File: src/rtl/rggen_rtl_pkg.sv
// Shared bus types for the rggen register blocks, plus the round-robin grant
// helper used by the bus arbiter and any other arbiter that needs it.
package rggen_rtl_pkg;

  typedef enum logic [1:0] {
    RGGEN_READ         = 2'b00,
    RGGEN_WRITE        = 2'b01,
    RGGEN_POSTED_WRITE = 2'b11
  } rggen_access;

  typedef enum logic [1:0] {
    RGGEN_OKAY         = 2'b00,
    RGGEN_EXOKAY       = 2'b01,
    RGGEN_SLAVE_ERROR  = 2'b10,
    RGGEN_DECODE_ERROR = 2'b11
  } rggen_status;

  typedef enum logic {
    IDLE = 1'b0,
    BUSY = 1'b1
  } rggen_bus_arbiter_state;

  localparam int RGGEN_RR_MAX_HOSTS = 32;

  // Returns a one-hot grant for the first request found after last_grant,
  // wrapping at hosts-1; all zero when nothing is requested.
  function automatic logic [RGGEN_RR_MAX_HOSTS-1:0] rggen_rr_select(
    input logic [RGGEN_RR_MAX_HOSTS-1:0] requests,
    input logic [4:0]                    last_grant,
    input logic [5:0]                    hosts
  );
    logic [RGGEN_RR_MAX_HOSTS-1:0] grant;
    logic [6:0]                    idx;
    logic                          found;
    grant = '0;
    found = 1'b0;
    for (int i = 1; i <= RGGEN_RR_MAX_HOSTS; i++) begin
      idx = {2'b00, last_grant} + 7'(i);
      if (idx >= {1'b0, hosts}) begin
        idx = idx - {1'b0, hosts};
      end
      if (!found && (7'(i) <= {1'b0, hosts}) && requests[idx[4:0]]) begin
        grant[idx[4:0]] = 1'b1;
        found           = 1'b1;
      end
    end
    return grant;
  endfunction

endpackage

File: src/rtl/rggen_round_robin_selector.sv
// Round-robin selector: combinational rotate-priority pick over the request
// vector, with a registered pointer to the last host whose transaction completed.
module rggen_round_robin_selector
  import rggen_rtl_pkg::*;
#(
  parameter int HOSTS = 2
) (
  input  logic             i_clk,
  input  logic             i_rst_n,
  input  logic [HOSTS-1:0] i_request,
  input  logic             i_accept,
  input  logic [HOSTS-1:0] i_grant,
  output logic [HOSTS-1:0] o_select
);

  localparam int IW = (HOSTS > 1) ? $clog2(HOSTS) : 1;

  logic [IW-1:0]                 last_grant_q;
  logic [IW-1:0]                 last_grant_d;
  logic [RGGEN_RR_MAX_HOSTS-1:0] select_all;
  logic                          unused_select;

  always_comb begin
    last_grant_d = last_grant_q;
    if (i_accept) begin
      for (int i = 0; i < HOSTS; i++) begin
        if (i_grant[i]) begin
          last_grant_d = IW'(i);
        end
      end
    end
  end

  // Pointer resets to the top host so host 0 wins the first arbitration.
  always_ff @(posedge i_clk or negedge i_rst_n) begin
    if (!i_rst_n) begin
      last_grant_q <= IW'(HOSTS - 1);
    end else begin
      last_grant_q <= last_grant_d;
    end
  end

  assign select_all    = rggen_rr_select(RGGEN_RR_MAX_HOSTS'(i_request),
                                         5'(last_grant_q), 6'(HOSTS));
  assign o_select      = select_all[HOSTS-1:0];
  assign unused_select = ^select_all;

endmodule

File: src/rtl/rggen_bus_arbiter.sv
// Round-robin arbiter sharing one register bus target between several hosts;
// latches the winning request and routes the response back to the winner only.
module rggen_bus_arbiter
  import rggen_rtl_pkg::*;
#(
  parameter int HOSTS         = 2,
  parameter int ADDRESS_WIDTH = 8,
  parameter int BUS_WIDTH     = 32
) (
  input  logic                           i_clk,
  input  logic                           i_rst_n,
  input  logic [HOSTS-1:0]               i_host_valid,
  input  logic [2*HOSTS-1:0]             i_host_access,
  input  logic [ADDRESS_WIDTH*HOSTS-1:0] i_host_address,
  input  logic [BUS_WIDTH*HOSTS-1:0]     i_host_write_data,
  input  logic [BUS_WIDTH/8*HOSTS-1:0]   i_host_strobe,
  output logic [HOSTS-1:0]               o_host_ready,
  output logic [2*HOSTS-1:0]             o_host_status,
  output logic [BUS_WIDTH*HOSTS-1:0]     o_host_read_data,
  output logic                           o_target_valid,
  output logic [1:0]                     o_target_access,
  output logic [ADDRESS_WIDTH-1:0]       o_target_address,
  output logic [BUS_WIDTH-1:0]           o_target_write_data,
  output logic [BUS_WIDTH/8-1:0]         o_target_strobe,
  input  logic                           i_target_ready,
  input  logic [1:0]                     i_target_status,
  input  logic [BUS_WIDTH-1:0]           i_target_read_data,
  output logic [HOSTS-1:0]               o_grant,
  output logic                           o_busy
);

  localparam int AW = ADDRESS_WIDTH;
  localparam int DW = BUS_WIDTH;
  localparam int SW = BUS_WIDTH / 8;

  rggen_bus_arbiter_state state_q;
  rggen_bus_arbiter_state state_d;
  logic [HOSTS-1:0]       grant_q;
  logic [HOSTS-1:0]       grant_d;
  logic [HOSTS-1:0]       select;
  logic                   capture;
  logic                   accept;

  logic [1:0]             access_q;
  logic [AW-1:0]          address_q;
  logic [DW-1:0]          write_data_q;
  logic [SW-1:0]          strobe_q;

  logic [1:0]             sel_access;
  logic [AW-1:0]          sel_address;
  logic [DW-1:0]          sel_write_data;
  logic [SW-1:0]          sel_strobe;

  rggen_round_robin_selector #(
    .HOSTS (HOSTS)
  ) u_selector (
    .i_clk     (i_clk),
    .i_rst_n   (i_rst_n),
    .i_request (i_host_valid),
    .i_accept  (accept),
    .i_grant   (grant_q),
    .o_select  (select)
  );

  always_comb begin
    state_d = state_q;
    grant_d = grant_q;
    capture = 1'b0;
    accept  = 1'b0;
    case (state_q)
      IDLE: begin
        if (|i_host_valid) begin
          state_d = BUSY;
          grant_d = select;
          capture = 1'b1;
        end
      end
      BUSY: begin
        if (i_target_ready) begin
          state_d = IDLE;
          grant_d = '0;
          accept  = 1'b1;
        end
      end
      default: begin
        state_d = IDLE;
        grant_d = '0;
      end
    endcase
  end

  always_ff @(posedge i_clk or negedge i_rst_n) begin
    if (!i_rst_n) begin
      state_q <= IDLE;
      grant_q <= '0;
    end else begin
      state_q <= state_d;
      grant_q <= grant_d;
    end
  end

  always_comb begin
    sel_access     = '0;
    sel_address    = '0;
    sel_write_data = '0;
    sel_strobe     = '0;
    for (int i = 0; i < HOSTS; i++) begin
      if (select[i]) begin
        sel_access     = i_host_access[2*i +: 2];
        sel_address    = i_host_address[AW*i +: AW];
        sel_write_data = i_host_write_data[DW*i +: DW];
        sel_strobe     = i_host_strobe[SW*i +: SW];
      end
    end
  end

  always_ff @(posedge i_clk or negedge i_rst_n) begin
    if (!i_rst_n) begin
      access_q  <= '0;
      address_q <= '0;
    end else if (capture) begin
      access_q  <= sel_access;
      address_q <= sel_address;
    end
  end

  // Payload registers are only meaningful while valid is high, so no reset.
  always_ff @(posedge i_clk) begin
    if (capture) begin
      write_data_q <= sel_write_data;
      strobe_q     <= sel_strobe;
    end
  end

  always_comb begin
    o_host_ready     = '0;
    o_host_status    = '0;
    o_host_read_data = '0;
    for (int i = 0; i < HOSTS; i++) begin
      o_host_status[2*i +: 2] = RGGEN_OKAY;
      if (grant_q[i]) begin
        o_host_ready[i]              = i_target_ready;
        o_host_status[2*i +: 2]      = i_target_status;
        o_host_read_data[DW*i +: DW] = i_target_read_data;
      end
    end
  end

  assign o_target_valid      = (state_q == BUSY);
  assign o_target_access     = access_q;
  assign o_target_address    = address_q;
  assign o_target_write_data = write_data_q;
  assign o_target_strobe     = strobe_q;
  assign o_grant             = grant_q;
  assign o_busy              = (state_q == BUSY);

endmodule

File: config.mk
export PLATFORM = sky130hd
export DESIGN_NAME = rggen_bus_arbiter
export DESIGN_NICKNAME = d
export VERILOG_FILES = /design/src/rtl/rggen_rtl_pkg.sv /design/src/rtl/rggen_round_robin_selector.sv /design/src/rtl/rggen_bus_arbiter.sv
export SDC_FILE = /design/constraint.sdc
export NUM_CORES = 1
export LEC_CHECK = 0
export CAP_MARGIN = 15
export CORE_MARGIN = 4
export CORE_UTILIZATION = 30
export DETAILED_ROUTE_END_ITERATION = 8
export MAX_ROUTING_LAYER = met4
export PLACE_DENSITY = 0.83
export SLEW_MARGIN = 20
export SYNTH_ARGS = -nofsm -noshare
export SYNTH_HDL_FRONTEND = slang
export SYNTH_SLANG_ARGS = --single-unit
File: constraint.sdc
create_clock -name i_clk -period 2.66 [get_ports i_clk]
set_clock_uncertainty 0.2 [all_clocks]
set_input_delay 0.399 -clock i_clk [delete_from_list [all_inputs] [get_ports i_clk]]
set_output_delay 0.399 -clock i_clk [all_outputs]
set_load 0.01 [all_outputs]
Yosys cells after proc, flatten, opt, wreduce, memory -nomap -nowiden
Cells that the tools add are included.

storage, ports and cells
  register bits = 50
  bits in latches = 0
  RAM bits = 0
  ROM bits = 0
  output and inout bits = 120
  word-level logic and storage cells = 67
  memories kept = 0

cells by class
  $add $sub $neg = 4
  multiply operators = 0
  div/mod/pow operators = 0
  order comparisons = 6
  equality and inequality tests = 2
  shifts and indexed selects = 0
  multiplexer cells = 38
  bitwise operators = 2
  reduce and logical (&&, ||, !) cells = 8

operators with widths
  cell                                                 number
  two-way mux 32 bit                                   4
  two-way mux 2 bit                                    8
  two-way mux 8 bit                                    2
  >= comparator 7 x 2 -> 1 bit, second input constant  2
  two-way mux 1 bit                                    14
  < comparator 5 x 6 -> 1 bit, second input constant   2
  binary-select mux 1 bit (select 5 bit)               2
  demux 1 bit (select 5 bit)                           2
  >= comparator 5 x 1 -> 1 bit, second input constant  2
  two-way mux 5 bit                                    2
  subtractor 5 x 2 -> 5 bit, second input constant     2
  two-way mux 4 bit                                    2
  inequality test 2 bit, second input constant         2
  case mux 2 bit (2 select lines)                      1
  AND reduction 2 bit                                  2
  adder 1 x 2 -> 3 bit, second input constant          1
  logical AND 1 bit                                    3
  adder 1 x 1 -> 2 bit, second input constant          1
  OR 2 bit                                             1
  case mux 1 bit (2 select lines)                      1
  nonzero test 2 bit                                   1
  OR reduction 2 bit                                   1
  logical NOT 1 bit                                    1
  NOT 1 bit                                            1

Logic depth before layout (Yosys ltp)
Gate-level depths: netlist of the first run.

  word-level depth = 12
  depth in mapped cells = 5
  gate-level depth less buffers = 3

Modules after synthesis
Synthesis of the first run repeated with hierarchy kept, for this count alone.

unflattened totals
  cell total of the unflattened synthesis = 224
  area, all modules = 2615.0 µm²

by module, submodules not included
  module                      times used  cells an instance  area each (µm²)
  rggen_bus_arbiter           1           218                2557.5
  rggen_round_robin_selector  1           6                  57.6

Worst setup path before layout of the first run
No wires, ideal clock.

  path kind = register to register
  start = register state_q (netlist: o_busy)
  end = register strobe_q[0] (netlist: o_target_strobe[0]), enable pin
  setup time = 0.391 ns
  arrival time = 1.559 ns
  required time = 2.069 ns
  setup slack = 0.510 ns
  cell stages (with the launch flop) = 4
  buffers on the path = 1
  period minus slack after synthesis = 2.150 ns
  cells stage by stage = dfrtp_1 > o21bai_1 > buf_2 > inv_1

on the way
  word-level cells in the longest chain between the ends = 1

ends and longest elaborated chain
  element                   line                      source
  start: declaration        rggen_bus_arbiter.sv:36   rggen_bus_arbiter_state state_q;
  start signal: assignment  rggen_bus_arbiter.sv:97   state_q <= state_d;
  two-way mux 1 bit         rggen_bus_arbiter.sv:70   case (state_q)
  via capture               rggen_bus_arbiter.sv:41   logic capture;
  end signal: assignment    rggen_bus_arbiter.sv:131  strobe_q <= sel_strobe;
  end: declaration          rggen_bus_arbiter.sv:47   logic [SW-1:0] strobe_q;

The timed path passes the listed nets, and every way through them passes these cells.
A chain may end at the register's enable or synchronous reset.

Worst setup path after layout of the first run
  start = register grant_q[0] (netlist: o_grant[0])
  end = output o_host_read_data[19]

on the way
  word-level cells in the longest chain between the ends = 1

ends and longest elaborated chain
  element                   line                      source
  start: declaration        rggen_bus_arbiter.sv:38   logic [HOSTS-1:0] grant_q;
  start signal: assignment  rggen_bus_arbiter.sv:98   grant_q <= grant_d;
  two-way mux 32 bit        rggen_bus_arbiter.sv:141  if (grant_q[i]) begin
  end: declaration          rggen_bus_arbiter.sv:19   output logic [BUS_WIDTH*HOSTS-1:0] o_host_read_data,

Every way passes these cells.

==> reports/qor.log, run 1 <==
qor: detailed_routing.wl_per_cell 17.2 um
qor: global_routing.grt_pass1_wl 14,300 um
qor: setup_path.critical-path-top-delay-family buffers and inverters
qor: power.share_clk_of_total_power 17.9%
qor: detailed_routing.detail_route.vias_per_cell 4.57
qor: status.result_of_the_run finished, final reports clean
qor: setup_path.cells_along_the_critical_path buf_4, and2_1, clkdlybuf4s50_1
qor: global_routing.groute.layer.met1.usage 20.4%
qor: detailed_routing.drt_first_pass_iters 4
qor: clock_tree.ctsRootBufferMaster sky130_fd_sc_hd__clkbuf_8
qor: logic_synthesis.synth_seq_cells 50
qor: clock_tree.postCtsSetupRepairBufs 0
qor: final_layout.antenna-diode-count 0
qor: global_routing.maximum_number_of_pins_on_one_net_before_global_route_repair 39
qor: logic_synthesis.syn_avg_cell_area 12.2 um^2
qor: setup_path.startpoint_type flop
qor: power.cell_internal_pwr 0.00205 W
qor: logic_synthesis.synth_cell_types 23
qor: global_routing.antenna_found_initial 0
qor: die.boundaryPins 251
qor: sta.finalSetupViolations 0
qor: power.pwr-share-seq 37.0%
qor: clock_tree.worst_setup_hold_path_clk_slew 0.08 ns
qor: setup_path.max_fo_critical_path 38
qor: final_layout.finalCoreUtilization 63.6%
qor: die.die-height 100 um
qor: clock_tree.tritoncts_clock_tree done
qor: sta.rsz0062_at_grt no
qor: die.die_area 10,000 um^2
qor: global_routing.met3_global_route_usage 3.82%
qor: clock_tree.ctsLongestPathBuffers 2
qor: setup_path.worst_ep_arrival_time 1.70 ns
qor: setup_path.critPathKind flop to output pin
qor: clock_tree.cts_hold_buffers 0
qor: setup_path.critPathCaptureType output pin
qor: sta.slew_viol_final 0
qor: logic_synthesis.syn-num-nets 341
qor: die.std_cell_rows 33
qor: final_layout.multi_input_comb_area 1020 um^2
qor: power.p_per_area 542 nW/um^2
qor: sta.worst-slew-pin-transition 0.716 ns
qor: clock_tree.cts_inserted_buffers 5
qor: power.leakage 2.00 nW
qor: setup_path.critical_path.n_buffers_inverters 2
qor: setup_path.timing.critical_path.slowest_cell_delay 0.57 ns
qor: setup_path.crit_required 2.06 ns
qor: power.switchingPower 0.000798 W
qor: global_routing.gr-total-overflow 0
qor: placement.post_place_setup_slack 0.300 ns
qor: sta.final_hold_viol_count 0
qor: final_layout.finish.net_count 584
qor: detailed_routing.detail_route.drc_violations 0
qor: logic_synthesis.post_synth_instance_area 2550 um^2
qor: clock_tree.cts_repair_resize_count 0
qor: detailed_routing.drt.antenna.violating_nets 0
qor: final_layout.footprint_of_the_flip_flops_and_latches 1430 um^2
qor: placement.buffer_ports.inserted 250
qor: logic_synthesis.postSynthCellCount 210
qor: detailed_routing.via_count 2,554
qor: power.irDropWorstVdd 0.383 mV
qor: global_routing.grtUsageTotal 18.5%
qor: power.power_frac_comb 45.1%
qor: global_routing.global_route.usage.met2 34.7%
qor: global_routing.grt-busiest-layer met2
qor: global_routing.vias_in_the_first_global_route 2,736
qor: logic_synthesis.yosysWarnings 0
qor: clock_tree.clock_insertion_delay_worst_skew 0.29 ns
qor: sta.max-slew-margin-rel 52.2%
qor: final_layout.layout.filler_cells 668
qor: sta.maximum_achievable_frequency 436 MHz
qor: die.horiz_die_dim 100 um
qor: final_layout.drive_gt1_share 3.74%
qor: power.power_switching_share 28.0%
qor: clock_tree.htreeDepth 2
qor: placement.dp_hpwl 7850 um
qor: sta.fin_ws 0.365 ns
qor: setup_path.critical-path-slowest-cell sky130_fd_sc_hd__clkdlybuf4s50_1
qor: logic_synthesis.synth-seq-area-share 56.1%
qor: final_layout.mostFrequentLayoutCells 250 x sky130_fd_sc_hd__clkdlybuf4s50_1, 80 x sky130_fd_sc_hd__and2_1, 36 x sky130_fd_sc_hd__a22o_1, 36 x sky130_fd_sc_hd__edfxtp_1, 13 x sky130_fd_sc_hd__dfrtp_1
qor: sta.final.setup.tns 0 ns
qor: die.effective_utilization_at_floorplan 30.9%
qor: placement.place.gp.congestion 0.808
qor: detailed_routing.first_iter_violations 63
qor: sta.layout_min_cycle_time 2.29 ns
qor: clock_tree.clkSinkCount 50
qor: final_layout.commonest_non_fill_non_tap_cell_in_the_layout sky130_fd_sc_hd__clkdlybuf4s50_1
qor: run.max_cap_violations 0
qor: detailed_routing.drt-total-wl 9620 um
qor: die.placeableCoreArea 8260 um^2
qor: min_path.worst_hold_path_type input port to async pin
qor: final_layout.area.growth.synth_to_final 106%
qor: sta.finalCritPeriodShare 86.3%
path summary, 6_finish.rpt:
path                                                     startpoint                                end  slack (ns)  depth (start not counted)
worst max-delay path                         o_grant[0]$_DFFE_PN0P_               o_host_read_data[19]        0.37                          3
worst min-delay path                                        i_rst_n             o_grant[0]$_DFFE_PN0P_        0.28                          1
worst max register to register  u_selector.last_grant_q$_DFFE_PN1P_  o_target_write_data[24]$_DFFE_PP_        0.84                          4
worst min register to register       o_target_access[1]$_DFFE_PN0P_     o_target_access[1]$_DFFE_PN0P_        0.38                          1
max in group asynchronous                                   i_rst_n    o_target_address[3]$_DFFE_PN0P_        1.59                          1
min in group i_clk                   o_target_access[1]$_DFFE_PN0P_     o_target_access[1]$_DFFE_PN0P_        0.38                          1
area by class of cell:
cell class,count,area share (%)
Tap cell,105,2.50
Inverter,1,0.0714
Multi-Input combinational cell,139,19.4
Clock inverter,2,0.714
Sequential cell,50,27.3
Clock buffer,6,1.38
Timing Repair Buffer,256,48.7
Yosys cell counts, drive strengths merged:
library cell	count	area, um^2
a31oi	1	6.26
buf	11	76.3
dfstp	1	26.3
a31o	2	17.5
a21boi	1	7.51
a2bb2oi	1	8.76
dfrtp	13	325
edfxtp	36	1080
nand3	1	5.00
and3b	1	8.76
nand2b	1	6.26
o31a	1	8.76
a221o	9	90.1
nor2b	1	6.26
inv	1	3.75
and2	80	500
a32o	1	10.0
o21bai	1	7.51
clkbuf	9	33.8
nand2	2	7.51
a22o	36	315
stage by stage:
step                      total power [W]  instances  instance area, um^2  hold slack [ns]
after global placement            0.00235        551                 5140            0.324
final                             0.00285        559                 5260            0.284
after floorplan                   0.00159        210                 2550          -0.0966
after CTS                         0.00288        559                 5260            0.300
after global routing              0.00301        559                 5260            0.322
after detailed placement          0.00236        551                 5140            0.371
cells by family after synthesis:
kind of cell    after synthesis  synth area share (%)
buf+inv                      21                  4.46
simple gates                 86                  20.9
compound gates               53                  18.5
flops                        50                  56.1
metal layers:
metal	up-vias	share of wire, %
met3	12	6.2
li1	1250	-
met5	-	0
met2	104	55
met1	1188	37
met4	0	0.97
worst register-to-register path, stage by stage, from the launching register on:
cell                       delay, ns
sky130_fd_sc_hd__dfstp_2        0.58
sky130_fd_sc_hd__nand2b_1       0.17
sky130_fd_sc_hd__and2_1         0.14
sky130_fd_sc_hd__buf_4          0.35
sky130_fd_sc_hd__a22o_1         0.25
registers in the layout (all words and copies together), names as in the netlist:
name and count:
o_busy 1, o_grant 2, o_target_access 2, o_target_address 8, o_target_strobe 4, o_target_write_data 32
u_selector.last_grant_q 1
power groups by stage:
stage          registers, W  logic, W  clock network (W)
2_1_floorplan       0.00112  0.000473                  0
3_3_place_gp        0.00107   0.00128                  0
3_5_place_dp        0.00107   0.00130                  0
4_1_cts             0.00106   0.00130           0.000526
5_1_grt             0.00107   0.00137           0.000569
6_report            0.00105   0.00128           0.000510
(Power assumes the default switching activity.)
==> inputs of run 2 (changes only) <==
CORE_MARGIN = 5   (was 4)
PLACE_DENSITY = not set   (was 0.83)
PLACE_DENSITY_LB_ADDON = 0.12   (was not set)
==> reports/qor.log, run 2 (synthesis gave the netlist of run 1 again) <==
qor: die.std_cell_rows 33 [unchanged]
qor: setup_path.cells_along_the_critical_path buf_4, and2_1, clkdlybuf4s50_1
qor: run.max_cap_violations 0 [unchanged]
qor: final_layout.largest_register_ffs 32 [unchanged]
qor: clock_tree.ctsRootBufferMaster sky130_fd_sc_hd__clkbuf_8
qor: clock_tree.cts_hold_buffers 0 [unchanged]
qor: detailed_routing.via_count 2,654 [+3.9%]
qor: sta.layout_min_cycle_time 2.29 ns [-0.00233 ns]
qor: setup_path.max_fo_critical_path 38 [unchanged]
qor: detailed_routing.detail_route.drc_violations 0 [unchanged]
qor: setup_path.worst_ep_arrival_time 1.69 ns [about the same]
qor: detailed_routing.wl_met2 5300 um [-0.66%]
qor: status.result_of_the_run finished, final reports clean
qor: setup_path.crit_required 2.06 ns [about the same]
qor: placement.buffer_ports.inserted 250 [unchanged]
qor: clock_tree.clock_insertion_delay_worst_skew 0.30 ns [about the same]
qor: final_layout.drive_gt1_share 3.96% [+0.22 points]
qor: setup_path.reg2reg_setup_slack 0.84 ns [about the same]
qor: sta.max-slew-margin-rel 48.7% [-3.5 points]
qor: global_routing.antenna_found_initial 0 [unchanged]
qor: power.share_clk_of_total_power 18.4% [+0.5 points]
qor: sta.final.setup.tns 0 ns [unchanged]
qor: setup_path.critPathKind flop to output pin
qor: clock_tree.cts_inserted_buffers 5 [unchanged]
qor: die.die-height 102 um [+2.0%]
qor: final_layout.commonest_non_fill_non_tap_cell_in_the_layout sky130_fd_sc_hd__clkdlybuf4s50_1
qor: power.irDropWorstVdd 0.269 mV [-30%]
qor: detailed_routing.drt-total-wl 10,300 um [+6.9%]
qor: detailed_routing.drt.antenna.violating_nets 0 [unchanged]
qor: setup_path.critical-path-slowest-cell sky130_fd_sc_hd__clkdlybuf4s50_1
qor: final_layout.layout.filler_cells 665 [-0.45%]
qor: die.boundaryPins 251 [unchanged]
qor: clock_tree.cts_repair_resize_count 0 [unchanged]
qor: sta.rsz0062_at_grt no
qor: final_layout.antenna-diode-count 0 [unchanged]
qor: sta.finalSetupViolations 0 [unchanged]
qor: power.switchingPower 0.000829 W [+3.8%]
qor: clock_tree.postCtsSetupRepairBufs 0 [unchanged]
qor: die.horiz_die_dim 102 um [+2.0%]
qor: detailed_routing.drt_first_pass_iters 4 [unchanged]
qor: sta.slew_viol_final 0 [unchanged]
qor: power.power_switching_share 28.9% [+0.85 points]
qor: power.pwr-share-seq 36.5% [-0.5 points]
qor: sta.maximum_achievable_frequency 436 MHz [+0.10%]
qor: detailed_routing.first_iter_violations 79 [+25%]
qor: die.effective_utilization_at_floorplan 30.9% [unchanged]
qor: min_path.worst_hold_path_type input port to async pin
qor: power.p_per_area 546 nW/um^2 [+0.62%]
qor: global_routing.grt_pass1_wl 15,100 um [+5.3%]
qor: power.leakage 2.01 nW [+0.43%]
qor: clock_tree.worst_setup_hold_path_clk_slew 0.10 ns [+0.02 ns]
qor: detailed_routing.detail_route.vias_per_cell 4.75 [+3.9%]
qor: final_layout.multi_input_comb_area 1020 um^2 [unchanged]
qor: setup_path.critical-path-top-delay-family buffers and inverters
qor: detailed_routing.wl_per_cell 18.4 um [+6.9%]
qor: global_routing.vias_in_the_first_global_route 2,811 [+2.7%]
qor: sta.worst-slew-pin-transition 0.768 ns [+0.0526 ns]
qor: sta.final_hold_viol_count 0 [unchanged]
qor: final_layout.finish.net_count 584 [unchanged]
qor: global_routing.gr-total-overflow 0 [unchanged]
qor: sta.finalCritPeriodShare 86.2% [-0.088 points]
qor: setup_path.critPathCaptureType output pin
qor: setup_path.startpoint_type flop
qor: detailed_routing.top_layer_used met4
qor: global_routing.maximum_number_of_pins_on_one_net_before_global_route_repair 39 [unchanged]
qor: die.die_area 10,500 um^2 [+4.0%]
qor: detailed_routing.routed-wl-met3 1070 um [+80%]
qor: global_routing.grtUsageTotal 19.4% [+0.86 points]
qor: detailed_routing.detail_route.wirelength.met1 3650 um [+1.5%]
qor: clock_tree.htreeDepth 2 [unchanged]
qor: final_layout.footprint_of_the_flip_flops_and_latches 1430 um^2 [unchanged]
qor: setup_path.critical_path.n_buffers_inverters 2 [unchanged]
qor: final_layout.final_cell_count_no_fill 559 [unchanged]
qor: clock_tree.clkSinkCount 50 [unchanged]
qor: clock_tree.ctsLongestPathBuffers 2 [unchanged]
qor: placement.dp_hpwl 8150 um [+3.8%]
qor: clock_tree.tritoncts_clock_tree done
qor: final_layout.area.growth.synth_to_final 106%
qor: placement.dpl_cells 551 [unchanged]
qor: power.cell_internal_pwr 0.00204 W [-0.45%]
qor: placement.place.gp.congestion 0.813 [+0.56%]
qor: power.power_frac_comb 45.1% [about the same]
qor: setup_path.timing.critical_path.slowest_cell_delay 0.57 ns [about the same]
qor: final_layout.mostFrequentLayoutCells 250 x sky130_fd_sc_hd__clkdlybuf4s50_1, 80 x sky130_fd_sc_hd__and2_1, 36 x sky130_fd_sc_hd__a22o_1, 36 x sky130_fd_sc_hd__edfxtp_1, 13 x sky130_fd_sc_hd__dfrtp_1
qor: die.placeableCoreArea 8260 um^2 [unchanged]
run 2: cell types whose count changed in the layout (fill, tap and decap cells not counted), sizes merged:
cell	previous run	this run
inv	1	2
clkbuf	6	7
bufinv	1	0
clkinvlp	1	0
run 2: layer usage:
layer  global-route usage (%)  up-vias
li1                         -     1255
met1                     20.8     1229
met2                     34.0      152
met3                     5.80       18
met4                     6.26        0
met5                        -        -
run 2: power by group through the flow:
stage | Sequential, W | Combinational [W] | Clock (W)
final | 0.00105 | 0.00129 | 0.000528
after global routing | 0.00106 | 0.00139 | 0.000571
after CTS | 0.00105 | 0.00131 | 0.000547
after detailed placement | 0.00107 | 0.00130 | 0
after global placement | 0.00106 | 0.00130 | 0
after floorplan | 0.00112 | 0.000473 | 0
run 2: per-stage QoR:
stage / power, W / hold slack (ns) / area [um^2] / utilization, % / setup WS [ns]
2_1_floorplan: 0.00159 / -0.0966 / 2550 / - / 0.510
3_3_place_gp: 0.00236 / 0.324 / 5140 / 62.3 / 0.346
3_5_place_dp: 0.00237 / 0.336 / 5140 / 62.3 / 0.275
4_1_cts: 0.00291 / 0.291 / 5260 / 63.7 / 0.346
5_1_grt: 0.00302 / 0.331 / 5260 / 63.7 / 0.265
6_report: 0.00287 / 0.267 / 5260 / 63.7 / 0.367
run 2: cell type report:
type | count | area share, %
clock buffer | 7 | 2.05
clock inverter | 1 | 0.166
inverter | 1 | 0.0713
multi-input combinational | 139 | 19.3
sequential | 50 | 27.2
tap | 105 | 2.50
timing repair buffer | 256 | 48.7
run 2: final timing paths:
path,start,endpoint,cells after the start
setup / recovery,o_grant[1]$_DFFE_PN0P_,o_host_read_data[36],3
hold / removal,i_rst_n,o_target_access[0]$_DFFE_PN0P_,1
setup reg to reg,u_selector.last_grant_q$_DFFE_PN1P_,o_target_write_data[21]$_DFFE_PP_,4
hold reg to reg,o_target_access[1]$_DFFE_PN0P_,o_target_access[1]$_DFFE_PN0P_,1
max in group asynchronous,i_rst_n,u_selector.last_grant_q$_DFFE_PN1P_,1
min in group i_clk,o_target_access[1]$_DFFE_PN0P_,o_target_access[1]$_DFFE_PN0P_,1
